$ cat config.mk
export PLATFORM = sky130hd
export DESIGN_NAME = board_move_engine
export DESIGN_NICKNAME = d
export VERILOG_FILES = /design/src/rtl/board_move_engine.sv
export SDC_FILE = /design/constraint.sdc
export NUM_CORES = 1
export LEC_CHECK = 0
export ABC_AREA = 1
export ABC_CLOCK_PERIOD_IN_PS = 3300
export CAP_MARGIN = 30
export CORE_MARGIN = 2
export CORE_UTILIZATION = 30
export CTS_CLUSTER_DIAMETER = 30
export DETAILED_ROUTE_END_ITERATION = 6
export PLACE_DENSITY = 0.62
export SETUP_SLACK_MARGIN = 0.15
export SLEW_MARGIN = 20
export SYNTH_ARGS = -nofsm -noshare
export SYNTH_HDL_FRONTEND = slang
export SYNTH_SLANG_ARGS = --single-unit
$ cat constraint.sdc
create_clock -name clk -period 3.3 [get_ports clk]
set_clock_uncertainty 0.1 [all_clocks]
set_input_delay 0.33 -clock clk [delete_from_list [all_inputs] [get_ports clk]]
set_output_delay 0.33 -clock clk [all_outputs]
set_load 0.1 [all_outputs]
$ cat src/rtl/board_move_engine.sv
// Sliding-puzzle move engine: loads a board, locates the blank, applies
// blank moves, runs the countdown and hands every new board to the drawer.
module board_move_engine (
  input  logic        clk,
  input  logic        resetn,
  input  logic        load,
  input  logic [63:0] init_board,
  input  logic [3:0]  minute_given,
  input  logic [5:0]  second_given,
  input  logic        move_up,
  input  logic        move_down,
  input  logic        move_left,
  input  logic        move_right,
  input  logic        tick_1hz,
  input  logic        draw_done,
  output logic [63:0] numbers,
  output logic        draw_req,
  output logic [9:0]  move_count,
  output logic [3:0]  minutes_left,
  output logic [5:0]  seconds_left,
  output logic        won,
  output logic        lost,
  output logic        load_err
);

  localparam logic [63:0] SOLVED = 64'h0FED_CBA9_8765_4321;

  typedef enum logic [2:0] {
    S_IDLE,
    S_SCAN,
    S_PLAY,
    S_DRAW,
    S_WIN,
    S_LOSE
  } state_e;

  state_e      state_q;
  logic [63:0] numbers_q;
  logic        draw_req_q;
  logic [9:0]  move_count_q;
  logic [3:0]  min_q;
  logic [5:0]  sec_q;
  logic        won_q;
  logic        lost_q;
  logic        load_err_q;
  logic [3:0]  blank_q;
  logic [3:0]  scan_idx_q;
  logic        found_q;

  logic [3:0]  min_d;
  logic [5:0]  sec_d;
  logic [63:0] board_d;
  logic [9:0]  count_d;
  logic [3:0]  target;
  logic        move_ok;
  logic [2:0]  n_moves;
  logic [1:0]  row;
  logic [1:0]  col;
  logic [5:0]  scan_bit;
  logic [3:0]  scan_nib;
  logic [5:0]  bpos;
  logic [5:0]  tpos;
  logic        timer_en;
  logic        time_zero;
  logic        solved;

  assign scan_bit = {scan_idx_q, 2'b00};
  assign scan_nib = numbers_q[scan_bit +: 4];

  assign row = blank_q[3:2];
  assign col = blank_q[1:0];

  assign n_moves = {2'b00, move_up} + {2'b00, move_down}
                 + {2'b00, move_left} + {2'b00, move_right};

  // Only a lone move pulse is considered; edges of the grid never wrap.
  always_comb begin
    move_ok = 1'b0;
    target  = blank_q;
    if (n_moves == 3'd1) begin
      unique case (1'b1)
        move_up: begin
          move_ok = (row != 2'd0);
          target  = blank_q - 4'd4;
        end
        move_down: begin
          move_ok = (row != 2'd3);
          target  = blank_q + 4'd4;
        end
        move_left: begin
          move_ok = (col != 2'd0);
          target  = blank_q - 4'd1;
        end
        move_right: begin
          move_ok = (col != 2'd3);
          target  = blank_q + 4'd1;
        end
        default: ;
      endcase
    end
  end

  assign bpos = {blank_q, 2'b00};
  assign tpos = {target, 2'b00};

  always_comb begin
    board_d = numbers_q;
    board_d[bpos +: 4] = numbers_q[tpos +: 4];
    board_d[tpos +: 4] = 4'h0;
  end

  assign count_d = (move_count_q == 10'h3FF) ? move_count_q
                                            : move_count_q + 10'd1;

  assign timer_en = tick_1hz &&
                    ((state_q == S_PLAY) || (state_q == S_DRAW));

  always_comb begin
    min_d = min_q;
    sec_d = sec_q;
    if (timer_en) begin
      if (sec_q != 6'd0) begin
        sec_d = sec_q - 6'd1;
      end else if (min_q != 4'd0) begin
        min_d = min_q - 4'd1;
        sec_d = 6'd59;
      end
    end
  end

  assign time_zero = (min_q == 4'd0) && (sec_q == 6'd0);
  assign solved    = (numbers_q == SOLVED);

  always_ff @(posedge clk) begin
    if (!resetn) begin
      state_q      <= S_IDLE;
      numbers_q    <= '0;
      draw_req_q   <= 1'b0;
      move_count_q <= '0;
      min_q        <= '0;
      sec_q        <= '0;
      won_q        <= 1'b0;
      lost_q       <= 1'b0;
      load_err_q   <= 1'b0;
      blank_q      <= 4'd15;
      scan_idx_q   <= '0;
      found_q      <= 1'b0;
    end else if (load) begin
      state_q      <= S_SCAN;
      numbers_q    <= init_board;
      draw_req_q   <= 1'b0;
      move_count_q <= '0;
      min_q        <= minute_given;
      sec_q        <= second_given;
      won_q        <= 1'b0;
      lost_q       <= 1'b0;
      load_err_q   <= 1'b0;
      blank_q      <= 4'd15;
      scan_idx_q   <= '0;
      found_q      <= 1'b0;
    end else begin
      min_q <= min_d;
      sec_q <= sec_d;
      case (state_q)
        S_IDLE: ;
        S_SCAN: begin
          scan_idx_q <= scan_idx_q + 4'd1;
          if ((scan_nib == 4'h0) && !found_q) begin
            blank_q <= scan_idx_q;
            found_q <= 1'b1;
          end
          if (scan_idx_q == 4'd15) begin
            if (found_q || (scan_nib == 4'h0)) begin
              state_q    <= S_DRAW;
              draw_req_q <= 1'b1;
            end else begin
              state_q    <= S_IDLE;
              load_err_q <= 1'b1;
            end
          end
        end
        S_PLAY: begin
          // A legal move wins over the time-out; DRAW exit re-checks time.
          if (move_ok) begin
            numbers_q    <= board_d;
            blank_q      <= target;
            move_count_q <= count_d;
            draw_req_q   <= 1'b1;
            state_q      <= S_DRAW;
          end else if (time_zero) begin
            lost_q  <= 1'b1;
            state_q <= S_LOSE;
          end
        end
        S_DRAW: begin
          if (draw_done) begin
            draw_req_q <= 1'b0;
            if (solved) begin
              won_q   <= 1'b1;
              state_q <= S_WIN;
            end else if (time_zero) begin
              lost_q  <= 1'b1;
              state_q <= S_LOSE;
            end else begin
              state_q <= S_PLAY;
            end
          end
        end
        S_WIN: ;
        S_LOSE: ;
        default: state_q <= S_IDLE;
      endcase
    end
  end

  assign numbers      = numbers_q;
  assign draw_req     = draw_req_q;
  assign move_count   = move_count_q;
  assign minutes_left = min_q;
  assign seconds_left = sec_q;
  assign won          = won_q;
  assign lost         = lost_q;
  assign load_err     = load_err_q;

endmodule
==> summary.txt <==
Synth
  – Number of enable flip-flop cells after synthesis: 0
  – Area leader, netlist: dfxtp_1
  – Library cells used by synthesis: 44
  – Top cells by area, synth: dfxtp_1 (26%), nand2_1 (19%), nand3_1 (12%)
  – Yosys top cell area share: 26.2%
  – Syn Inst Count: 1332
  – Average cell area after synthesis: 5.73 sq um
  – Synthesis-stage register bit count: 100
  – Most instantiated flip-flop cell in the synthesis netlist: dfxtp_1
  – Proportion of register bits with asynchronous set or reset after synthesis: 0%
  – Most frequent cells after synthesis: nand2_1 (380), nand3_1 (188), nor2_1 (182)
  – Sequential share of the synthesized area: 26.2%
  – Synthesized netlist net count: 1433
  – Warning count from the yosys run: 0
  – Dominant cell by count in the synthesized netlist: nand2_1
  – Post-synthesis instance area: around 0.0076 sq mm

Routing
  – Length of the first detailed-routing pass in iterations: 6
  – Total length of routed wires: about 33 mm
  – Detailed-route via count: 9725
  – Post-DR vias/cell: 5.10
  – Antenna-violating nets left: 0
  – DRC violations left: 0
  – Number of violations reported at the end of detailed-routing iteration 0: around 1100
  – Wire per inst: 17.5 um

Pwr
  – Pwr dens: 419 mW/mm^2
  – Static power due to leakage: 5.11 nW
  – Total power: 4.67 mW
  – Maximum vdd ir drop: approximately 0.00023 V

Place
  – Placer's final routability congestion estimate: approximately 1.0
  – Inst Count DP: 1875
  – Post-DP HPWL: 26.4 mm
  – Number of buffers added on ports: 170
  – Post-Place Cell Area: 0.0103 sq mm
  – Post-place setup slack: -0.718 ns

Cells and area
  – Final core utilization: between 40% and 50%
  – Finished Layout Cells: 1907
  – Antenna cell count: 0
  – Ratio of cells with drive above 1 in the final layout: 19.2%
  – Final standard cell area without fillers: about 0.011 sq mm
  – Area growth from synthesis to final layout: 46.0%
  – Post-layout nets: 1673

Global route
  – Total track usage: 24.6%
  – Antenna violations before repair: 0
  – M2 GR Usage: 38.6%
  – Sum of overflow across all layers after global routing: 0
  – Vias in the first global route: about 8900
  – Met1 routing resource usage after global routing: around a third
  – Global routing met3 resource utilization: 5.05%
  – Global-route wire length before repair: roughly 51 mm
  – GRT Max-Usage Layer: met2
  – Largest net degree at the start of global routing: 69

Die
  – Number of core rows: 58
  – Die height: 164 um
  – DIE AREA: 0.0267 sq mm
  – Core region area: 0.0251 sq mm
  – Num ports: 171
  – Die Wd: 164 um
  – Effective utilization at floorplan: 30.4%

Timing
  – Count of endpoints failing setup in the final report: 0
  – Final number of hold-violating endpoints: 0
  – Worst hold slack across all endpoints: 0.274 ns
  – Relative slew slack: 33.4%
  – Minimum setup slack in the final design: roughly 0.21 ns
  – Share of the clock period used by the worst path after layout: 93.7%
  – Actual transition at the worst max-transition pin: roughly 1.0 ns
  – Unrepaired setup endpoints after global routing: yes
  – Final Max Slew Viols: 0
  – Final critical path time including I/O delays and setup: approximately 3.1 ns
  – Max Clk Rate: ~320 MHz
  – Total negative slack for setup checks: 0 ns

Clock tree
  – Cts-stage hold buffer count: 0
  – Clock latency on the worst-skew pair: around 0.37 ns
  – Number of buffers created by CTS: 9
  – TritonCTS Sinks: 100
  – CTS tree: built
  – Clock slew at the register clock pins of the worst setup and hold paths: roughly 0.080 ns
  – Clock tree root buffer cell: clkbuf_16
  – Number of H-tree levels: 3
  – Clock tree buffer depth: 2

Run
  – Max-cap viol count: 0

Critical path
  – Buffers and inverters on the worst path: 6
  – Crit path cell chain: buf_6 > inv_4 > fa_1 > inv_2 > ha_4 > ha_4 > nor2_4 > nand3_4 > buf_12 > nand2_4 > nand2_4 > buf_6 > ha_4 > nor2_4 > nand4_1 > a21oi_2 > buf_6 > nand2_4 > nor2_2 > nor2_1
  – Cell family with the largest share of critical-path delay: adder cells
  – WP data arrival: 3.26 ns
  – Reg2Reg Launch Point: blank_q[0]$_SDFFE_PP1P_
  – Depth of the worst register-to-register path: 14
  – Stage delay of the slowest cell on the critical path: 0.55 ns
  – Data required time at the worst endpoint: roughly 3.5 ns
  – Kind of critical path: in -> reg
  – Register-to-Register Setup Slack: 0.48 ns
  – Critical register-to-register path endpoint: numbers[26]$_SDFFE_PN0P_
  – Critical Path Source Type: input pin
  – Largest fanout on the critical path: 7
  – Critical path capture point type: register
  – Master of the slowest instance on the critical path: fa_1

Hold path
  – Hold WC Path Type: in -> reg
  – Hold wc startpoint: resetn
  – Endpoint with the worst hold slack: seconds_left[3]$_SDFFE_PN0P_
  – Worst hold stages: 3

Run status
  – Run status: finished clean
## sequential cells by signal, indices dropped and copies added, names as in the netlist
register / flops
scan_idx_q: 4
minutes_left: 4
numbers: 64
blank_q: 4
move_count: 10
won: 1
lost: 1
load_err: 1
draw_req: 1
found_q: 1
state_q: 3
seconds_left: 6
## power breakdown
part | switching [mW] | internal (mW) | total (mW) | leakage [nW]
combinational | 1.40 | 0.701 | 2.10 | 4.15
sequential | 0.120 | 1.28 | 1.40 | 0.821
clock | 0.562 | 0.605 | 1.17 | 0.147
total | 2.08 | 2.59 | 4.67 | 5.11
## worst max path at each step
stage,start,end,cells after the start
2_1_floorplan,move_down,numbers[16]$_SDFFE_PN0P_,21
3_3_place_gp,move_right,numbers[18]$_SDFFE_PN0P_,20
3_5_place_dp,move_right,numbers[18]$_SDFFE_PN0P_,20
4_1_cts,move_up,numbers[32]$_SDFFE_PN0P_,22
5_1_grt,move_down,numbers[19]$_SDFFE_PN0P_,20
6_report,move_down,numbers[16]$_SDFFE_PN0P_,20
## layer usage
layer  routed length, um  vias up
met3                3220       68
met1               14500     4423
li1                    -     4768
met2               14700      464
met5                  40        -
met4                1050        2
## layout by cell type (no fill, tap or decap), types with 19 or more instances in the layout
master and instances:
nand2_1 347, nand3_1 169, nor2_1 166, inv_1 160, buf_4 127, clkdlybuf4s50_1 125, dfxtp_1 100, a21oi_1 76
nor3_1 26, nand2_2 24, nand4_1 24, nor2_2 22, nand2_4 21, nand3_2 19, o21ai_0 19
## logic make-up after synthesis
| group | synth area share, % |
|---|---|
| AOI/OAI and AO/OA | 9.77 |
| buffers and inverters | 11.5 |
| and+or+nand+nor | 49.0 |
| adders and majority gates | 3.15 |
| xor gates and xnor gates | 0.344 |
| DFF | 26.2 |
## worst min-delay path, cell delays in order
cell	delay, ns
buf_2	0.09
inv_1	0.14
a21oi_1	0.15
## area by class of cell
type | instances | area (sq um)
repair buffers | 271 | 2490
multi-input cells | 1008 | 5240
flip-flops and latches | 100 | 2000
clock inverters | 6 | 80.1
well taps | 330 | 413
inverters | 182 | 689
clock buffers | 10 | 229
fillers | 2766 | 14000
## repair_timing
action,4_1_cts,5_1_grt
cloned,0,1
pin swaps,18,39
setup buffers,5,10
setup endpoints to repair,65,64
gates resized for setup,59,46
No activity file was read; power rests on OpenSTA's default activity.
